[config.mk]
export PLATFORM = sky130hd
export DESIGN_NAME = execute_stage
export DESIGN_NICKNAME = d
export VERILOG_FILES = /design/src/rtl/execute_stage.sv
export SDC_FILE = /design/constraint.sdc
export NUM_CORES = 1
export LEC_CHECK = 0
export CORE_MARGIN = 1
export CORE_UTILIZATION = 50
export DETAILED_ROUTE_END_ITERATION = 10
export GPL_ROUTABILITY_DRIVEN = 0
export HOLD_SLACK_MARGIN = 0.02
export PLACE_DENSITY_LB_ADDON = 0.25
export SYNTH_ARGS = -nofsm -noshare
export SYNTH_HDL_FRONTEND = slang
export SYNTH_SLANG_ARGS = --single-unit
[constraint.sdc]
create_clock -name clk -period 27.4 [get_ports clk]
set_clock_uncertainty 0.15 [all_clocks]
set_input_delay 5.48 -clock clk [delete_from_list [all_inputs] [get_ports clk]]
set_output_delay 5.48 -clock clk [all_outputs]
set_load 0.005 [all_outputs]
[src/rtl/execute_stage.sv]
// Decode/execute and execute/memory pipeline registers of the 16-bit CPU,
// with the operand-forwarding muxes and the ALU between them.
module execute_stage (
  input  logic        clk,
  input  logic        reset,
  input  logic [15:0] nop_mux_output_in,
  input  logic [15:0] srcA_in,
  input  logic [15:0] srcB_in,
  input  logic [3:0]  rs1_decode,
  input  logic [3:0]  rs2_decode,
  input  logic [3:0]  rd_decode,
  input  logic [2:0]  select_forward_mux_A,
  input  logic [2:0]  select_forward_mux_B,
  input  logic [15:0] writeback_data,
  output logic        wre_execute,
  output logic        write_memory_enable_execute,
  output logic [1:0]  select_writeback_data_mux_execute,
  output logic [3:0]  aluOp_execute,
  output logic [15:0] srcA_execute,
  output logic [15:0] srcB_execute,
  output logic [3:0]  rs1_execute,
  output logic [3:0]  rs2_execute,
  output logic [3:0]  rd_execute,
  output logic [15:0] alu_result_execute,
  output logic        wre_memory,
  output logic        write_memory_enable_memory,
  output logic [1:0]  select_writeback_data_mux_memory,
  output logic [15:0] alu_result_memory,
  output logic [15:0] srcA_memory,
  output logic [15:0] srcB_memory,
  output logic [3:0]  rd_memory
);

  typedef enum logic [3:0] {
    ALU_ADD   = 4'd0,
    ALU_SUB   = 4'd1,
    ALU_AND   = 4'd2,
    ALU_OR    = 4'd3,
    ALU_XOR   = 4'd4,
    ALU_SLL   = 4'd5,
    ALU_SRL   = 4'd6,
    ALU_SRA   = 4'd7,
    ALU_MUL   = 4'd8,
    ALU_PASSB = 4'd9,
    ALU_PASSA = 4'd10,
    ALU_SLT   = 4'd11
  } alu_op_e;

  // Decode/execute register
  logic        r_wre_ex;
  logic        r_wme_ex;
  logic [1:0]  r_wbsel_ex;
  logic [3:0]  r_aluop_ex;
  logic [15:0] r_srcA_ex;
  logic [15:0] r_srcB_ex;
  logic [3:0]  r_rs1_ex;
  logic [3:0]  r_rs2_ex;
  logic [3:0]  r_rd_ex;

  // Execute/memory register
  logic        r_wre_mem;
  logic        r_wme_mem;
  logic [1:0]  r_wbsel_mem;
  logic [15:0] r_alu_mem;
  logic [15:0] r_srcA_mem;
  logic [15:0] r_srcB_mem;
  logic [3:0]  r_rd_mem;

  logic [15:0] w_opA;
  logic [15:0] w_opB;
  logic [15:0] w_alu;
  logic        w_unused_ctrl_hi;

  assign w_unused_ctrl_hi = ^nop_mux_output_in[15:8];

  always_ff @(posedge clk) begin
    if (!reset) begin
      r_wre_ex    <= 1'b0;
      r_wme_ex    <= 1'b0;
      r_wbsel_ex  <= '0;
      r_aluop_ex  <= '0;
      r_srcA_ex   <= '0;
      r_srcB_ex   <= '0;
      r_rs1_ex    <= '0;
      r_rs2_ex    <= '0;
      r_rd_ex     <= '0;
      r_wre_mem   <= 1'b0;
      r_wme_mem   <= 1'b0;
      r_wbsel_mem <= '0;
      r_alu_mem   <= '0;
      r_srcA_mem  <= '0;
      r_srcB_mem  <= '0;
      r_rd_mem    <= '0;
    end else begin
      r_wre_ex    <= nop_mux_output_in[0];
      r_wme_ex    <= nop_mux_output_in[1];
      r_wbsel_ex  <= nop_mux_output_in[3:2];
      r_aluop_ex  <= nop_mux_output_in[7:4];
      r_srcA_ex   <= srcA_in;
      r_srcB_ex   <= srcB_in;
      r_rs1_ex    <= rs1_decode;
      r_rs2_ex    <= rs2_decode;
      r_rd_ex     <= rd_decode;
      r_wre_mem   <= r_wre_ex;
      r_wme_mem   <= r_wme_ex;
      r_wbsel_mem <= r_wbsel_ex;
      r_alu_mem   <= w_alu;
      r_srcA_mem  <= w_opA;
      r_srcB_mem  <= w_opB;
      r_rd_mem    <= r_rd_ex;
    end
  end

  // Forwarding: unused select codes fall back to the latched operand
  always_comb begin
    w_opA = r_srcA_ex;
    case (select_forward_mux_A)
      3'd1:    w_opA = writeback_data;
      3'd2:    w_opA = r_alu_mem;
      default: w_opA = r_srcA_ex;
    endcase
    w_opB = r_srcB_ex;
    case (select_forward_mux_B)
      3'd1:    w_opB = writeback_data;
      3'd2:    w_opB = r_alu_mem;
      default: w_opB = r_srcB_ex;
    endcase
  end

  always_comb begin
    w_alu = '0;
    case (alu_op_e'(r_aluop_ex))
      ALU_ADD:   w_alu = w_opA + w_opB;
      ALU_SUB:   w_alu = w_opA - w_opB;
      ALU_AND:   w_alu = w_opA & w_opB;
      ALU_OR:    w_alu = w_opA | w_opB;
      ALU_XOR:   w_alu = w_opA ^ w_opB;
      ALU_SLL:   w_alu = w_opA << w_opB[3:0];
      ALU_SRL:   w_alu = w_opA >> w_opB[3:0];
      ALU_SRA:   w_alu = $signed(w_opA) >>> w_opB[3:0];
      ALU_MUL:   w_alu = w_opA * w_opB;
      ALU_PASSB: w_alu = w_opB;
      ALU_PASSA: w_alu = w_opA;
      ALU_SLT:   w_alu = {15'd0, $signed(w_opA) < $signed(w_opB)};
      default:   w_alu = '0;
    endcase
  end

  assign wre_execute                       = r_wre_ex;
  assign write_memory_enable_execute       = r_wme_ex;
  assign select_writeback_data_mux_execute = r_wbsel_ex;
  assign aluOp_execute                     = r_aluop_ex;
  assign srcA_execute                      = r_srcA_ex;
  assign srcB_execute                      = r_srcB_ex;
  assign rs1_execute                       = r_rs1_ex;
  assign rs2_execute                       = r_rs2_ex;
  assign rd_execute                        = r_rd_ex;
  assign alu_result_execute                = w_alu;
  assign wre_memory                        = r_wre_mem;
  assign write_memory_enable_memory        = r_wme_mem;
  assign select_writeback_data_mux_memory  = r_wbsel_mem;
  assign alu_result_memory                 = r_alu_mem;
  assign srcA_memory                       = r_srcA_mem;
  assign srcB_memory                       = r_srcB_mem;
  assign rd_memory                         = r_rd_mem;

endmodule

==> reports/qor.yml, run 1 <==
status: "completed"
ys_top_cells_by_area: "dfxtp_1 (19%), fa_1 (14%), ha_1 (11%), nor2_1 (5.2%), inv_1 (4.9%)"
synthTopCellsByCount: "nor2_1 (159), inv_1 (150), nand2_1 (109)"
criticalPathCategory: "in2out"
rr_startpoint: "alu_result_memory[2]"
slowest_stage: "clkdlybuf4s50_1"
p_sw_uw: 474
syn_to_final_growth_pct: 20.0
grt_setup_unrepaired: "no"
drcViolationCount: 0
timing.rr.end: "alu_result_memory[13]"
yosys_warnings: 0
power.leakage_uw: 0.00603
cts_hold_buf: 0
dp.cells: 1792
seq_area_frac_synth: 0.188
tns_ps: 0
arrival_ps: 13690
pwr-share-clk: 0.128
vias: 11188
dieWidth_um: 154
antenna_cells: 0
antenna_found_initial: 0
io_buffers: 199
insertion_delay_ps: 370
drv_slew: 0
sw_frac_of_total: 0.468
hold_viol_final: 0
whs_endpoint: "select_writeback_data_mux_memory[0]"
initial_core_util: 0.509
ys_types: 77
rrSetupSlack_ps: 20160
syn_inst: 1380
min-delay-start: "select_writeback_data_mux_execute[0]"
synth_top_area_frac: 0.188
required_ps: 21770
drtIter0Drc: 1304
async_flop_share: 0
dieArea_sq_um: 23600
fin_crit_sh: 0.705
slowest_delay_ps: 850
ir_drop_mv: 0.0440
cts.clk_slew.worst_paths_ps: 80
drt_first_pass_iters: 9
n_fill_cell: 2020
grt_pass1_wl_um: 60600
avgSynthCellArea_sq_um: 8.33
hpwl_um: 30100
yosysTopAreaCell: "dfxtp_1"
cp_num_buf_inv: 8
slew_headroom: 0.235
critPathMaxFanout: 49
pwr-share-comb: 0.693
cp-start-kind: "input pin"
hold_path_class: "reg2reg"
wl_um: 39800
netlist_area_sq_um: 11500
cts_made_buffers: 9
cts_tree: "yes"
setup_viol: 0
grt_start_max_net_pins: 74
ys.flop_type: "dfxtp_1"
p_seq_frac: 0.180
drive_gt1_frac: 0.0565
cts_max_level: 3
ys_ff_latch: 108
fp.dieH_um: 154
post-place-ws_ps: 8200
min_period_ps: 19320
fmax_ghz: 0.0518
p_per_area_nw_per_um2: 73.4
endpoint_kind: "primary output"
viasPerCell: 6.19
utilization: 0.611
grt_remaining_overflow: 0
critical_path.startpoint: "select_forward_mux_B[2]"
worstMarginPinSlew_ps: 1140
nets: 1783
syn-num-nets: 1645
post_cts_buffers: 0
root_buffer: "clkbuf_16"
synth_edf_count: 0
maxCapViolations: 0
instances_no_fill: 1808
clock_path_buffers: 2
hold_depth: 1
cellInternalPower_uw: 538
cts_resized: 0
drtAntennaViolNets: 0
row_count: 55
crit_family: "adder cells"
post_drt_wl_per_cell_um: 22.0
yosysMostFrequentCell: "nor2_1"
rr_worst_depth: 24
cts_num_sinks: 108
core_area_sq_um: 22600
grt_pass1_vias: 10890
fin_ws_ps: 8080
design.portCount: 208
grt_usage: 0.336
-- stage by stage --
stage | power (uW) | cell area [sq um] | hold slack [ps]
CTS | 1000 | 13800 | 312
finish | 1010 | 13800 | 307
global placement | 853 | 13500 | 288
global route | 1080 | 13800 | 329
detailed placement | 864 | 13500 | 293
floorplan | 644 | 11500 | 309
-- cell type report --
| type | instances | area, sq um | area share |
|---|---|---|---|
| clock buffer | 9 | 225 | 0.0163 |
| clock inverter | 7 | 68.8 | 0.00499 |
| inverter | 165 | 644 | 0.0467 |
| multi-input combinational | 1018 | 8220 | 0.596 |
| sequential | 108 | 2160 | 0.157 |
| tap | 285 | 357 | 0.0259 |
| timing repair buffer | 216 | 2110 | 0.153 |
-- layout by cell type (no fill, tap or decap), types with 18 or more instances in the layout --
cell type / n
and2_1: 72
nor2_1: 159
xnor2_1: 31
mux2i_1: 43
dfxtp_1: 108
nand2_1: 109
o21ai_0: 42
ha_1: 100
o22a_1: 47
clkdlybuf4s50_1: 198
nor3_1: 19
a21oi_1: 51
inv_1: 150
a21o_1: 18
fa_1: 81
-- registers in the layout, indices dropped and copies added, names as in the netlist --
signal	cells
srcB_memory	16
alu_result_memory	16
write_memory_enable_memory	1
select_writeback_data_mux_memory	2
srcA_memory	16
select_writeback_data_mux_execute	2
aluOp_execute	4
wre_memory	1
srcB_execute	16
wre_execute	1
rs1_execute	4
srcA_execute	16
write_memory_enable_execute	1
rs2_execute	4
rd_execute	4
rd_memory	4
-- cells by family after synthesis --
group                      count (synthesis)  synth area share
DFF                                      108             0.188
adders and majority gates                181             0.250
buffers and inverters                    254            0.0969
muxes                                     55            0.0522
AOI/OAI and AO/OA                        308             0.196
and+or+nand+nor                          430             0.177
xor gates and xnor gates                  44            0.0406
-- how the worst max path moves through the flow --
| stage | end | slack, ps | cells past startpoint |
|---|---|---|---|
| 2_1_floorplan | alu_result_execute[15] | 10230 | 25 |
| 3_3_place_gp | alu_result_execute[15] | 8220 | 25 |
| 3_5_place_dp | alu_result_execute[15] | 8200 | 26 |
| 4_1_cts | alu_result_execute[15] | 8190 | 26 |
| 5_1_grt | alu_result_execute[14] | 7820 | 25 |
| 6_report | alu_result_execute[14] | 8080 | 25 |
-- power groups by stage --
stage	logic [uW]	clock network, uW	registers (uW)
global route	760	137	184
global placement	668	0	185
detailed placement	679	0	185
floorplan	461	0	183
finish	701	129	182
CTS	688	132	182
-- metal layers --
layer / share of wire / global-route usage / vias up
li1: - / - / 4968
met1: 0.39 / 0.431 / 5319
met2: 0.43 / 0.518 / 738
met3: 0.11 / 0.0769 / 163
met4: 0.064 / 0.196 / 0
met5: 0 / 0 / -
Power figures use the tool's default switching activity.
==> inputs of run 2 (changes only) <==
clock period = 19.4 ns   (was 27.4 ns; I/O delays follow)
==> reports/qor.yml, run 2 (synthesis gave the netlist of run 1 again) <==
status: "completed"
arrival_ps: 12090  # -1600 ps
fin_ws_ps: 3280  # -4800 ps
drtIter0Drc: 1292  # -0.92%
hold_viol_final: 0  # unchanged
wl_um: 40000  # +0.62%
critPathMaxFanout: 39  # -20%
required_ps: 15370  # -6400 ps
io_buffers: 199  # unchanged
fin_crit_sh: 0.831
criticalPathCategory: "in2out"
design.portCount: 208  # unchanged
insertion_delay_ps: 370  # about the same
antenna_found_initial: 0  # unchanged
cts_max_level: 3  # unchanged
p_per_area_nw_per_um2: 105  # +43%
cts.clk_slew.worst_paths_ps: 80  # about the same
endpoint_kind: "primary output"
antenna_cells: 0  # unchanged
grt_usage: 0.341  # +0.00516
crit_family: "adder cells"
slowest_delay_ps: 580  # -270 ps
vias: 11074  # -1.0%
use_met2: 0.528  # +0.00952
cts_hold_buf: 0  # unchanged
grt_pass1_vias: 10955  # +0.60%
hpwl_um: 30200  # +0.44%
cts_made_buffers: 9  # unchanged
finalPower_uw: 1450  # +43%
drive_gt1_frac: 0.0565  # unchanged
setup_viol: 0  # unchanged
n_fill_cell: 2024  # +0.20%
grt_busiest_layer: "met2"
post-place-ws_ps: 3340  # -4860 ps
drcViolationCount: 0  # unchanged
post_drt_wl_per_cell_um: 22.1  # +0.62%
grt.met1_usage: 0.432  # about the same
row_count: 55  # unchanged
maxCapViolations: 0  # unchanged
fmax_ghz: 0.0620
drtAntennaViolNets: 0  # unchanged
dieArea_sq_um: 23600  # unchanged
critical_path.startpoint: "select_forward_mux_B[0]"
hold_path_class: "reg2reg"
grt_setup_unrepaired: "no"
syn_to_final_growth_pct: 20.2
cts_resized: 0  # unchanged
initial_core_util: 0.509  # unchanged
layout_commonest_cell: "clkdlybuf4s50_1"
drt_first_pass_iters: 8  # -1
min_period_ps: 16120
cp_num_buf_inv: 8  # unchanged
worstMarginPinSlew_ps: 1220  # +81.0 ps
drv_slew: 0  # unchanged
root_buffer: "clkbuf_16"
power.leakage_uw: 0.00605  # +0.23%
grt_remaining_overflow: 0  # unchanged
rr_startpoint: "alu_result_memory[1]"
tns_ps: 0  # unchanged
nets: 1783  # unchanged
core_area_sq_um: 22600  # unchanged
ir_drop_mv: 0.0550  # +25%
post_cts_buffers: 0  # unchanged
clock_path_buffers: 2  # unchanged
use_met3: 0.0868  # +0.00986
min-delay-start: "rd_execute[3]"
fp.dieH_um: 154  # unchanged
dieWidth_um: 154  # unchanged
slew_headroom: 0.181  # -0.0544
final_cell_mix: "clkdlybuf4s50_1 (198), nor2_1 (159), inv_1 (150), nand2_1 (109), dfxtp_1 (108)"
slowest_stage: "clkdlybuf4s50_1"
crit_top_cell: "fa_1"
cts_tree: "yes"
viasPerCell: 6.13  # -1.0%
grt_start_max_net_pins: 74  # unchanged
cp-start-kind: "input pin"
cts_num_sinks: 108  # unchanged
grt_pass1_wl_um: 61400  # +1.2%
run 2: cell count changes in the layout (fill, tap and decap cells not counted), sizes merged:
cell | before | now
bufinv | 0 | 1
clkinvlp | 2 | 1
run 2: where the power goes:
part | switching, uW | internal [uW]
clock | 92.0 | 104
sequential | 15.3 | 242
combinational | 568 | 428
total | 675 | 774
run 2: final timing paths:
path | endpoint | slack, ps | depth (start not counted)
min | rd_memory[3] | 320 | 1
min reg2reg | rd_memory[3] | 320 | 1
max reg2reg | alu_result_memory[15] | 12180 | 24
max | alu_result_execute[15] | 3280 | 26
run 2: worst reg2reg max path: stages (launching register included):
cell and delay [ps]:
dfxtp_1 330, o22a_1 210, o22a_1 190, buf_4 270, inv_1 90, buf_4 470, nor2_1 160, fa_1 560
inv_1 60, fa_1 530, inv_1 60, fa_1 480, fa_1 550, inv_1 50, fa_1 480, fa_1 420
xor2_1 220, xnor2_1 160, xnor2_1 100, xnor2_1 260, xnor3_1 460, xnor3_1 210, xnor2_1 250, o211ai_2 180
and2_1 210
run 2: metrics by stage:
step / hold slack [ps] / util / instance area, sq um / std cells
after floorplan: 309 / - / 11500 / 1380
after global placement: 288 / 0.598 / 13500 / 1792
after detailed placement: 298 / 0.598 / 13500 / 1792
after CTS: 320 / 0.612 / 13800 / 1808
after global routing: 330 / 0.612 / 13800 / 1808
final: 315 / 0.612 / 13800 / 1808
run 2: layout make-up:
class	count	area, sq um	share of cell area
sequential	108	2160	0.157
clock buffer	9	225	0.0163
clock inverter	7	91.3	0.00661
tap	285	357	0.0258
timing repair buffer	216	2110	0.153
multi-input combinational	1018	8220	0.595
inverter	165	644	0.0466
run 2: routing by layer:
| metal | routed length [um] | part of all wire |
|---|---|---|
| met3 | 4660 | 0.12 |
| met2 | 17500 | 0.44 |
| met4 | 2420 | 0.060 |
| met5 | 0 | 0 |
| met1 | 15500 | 0.39 |
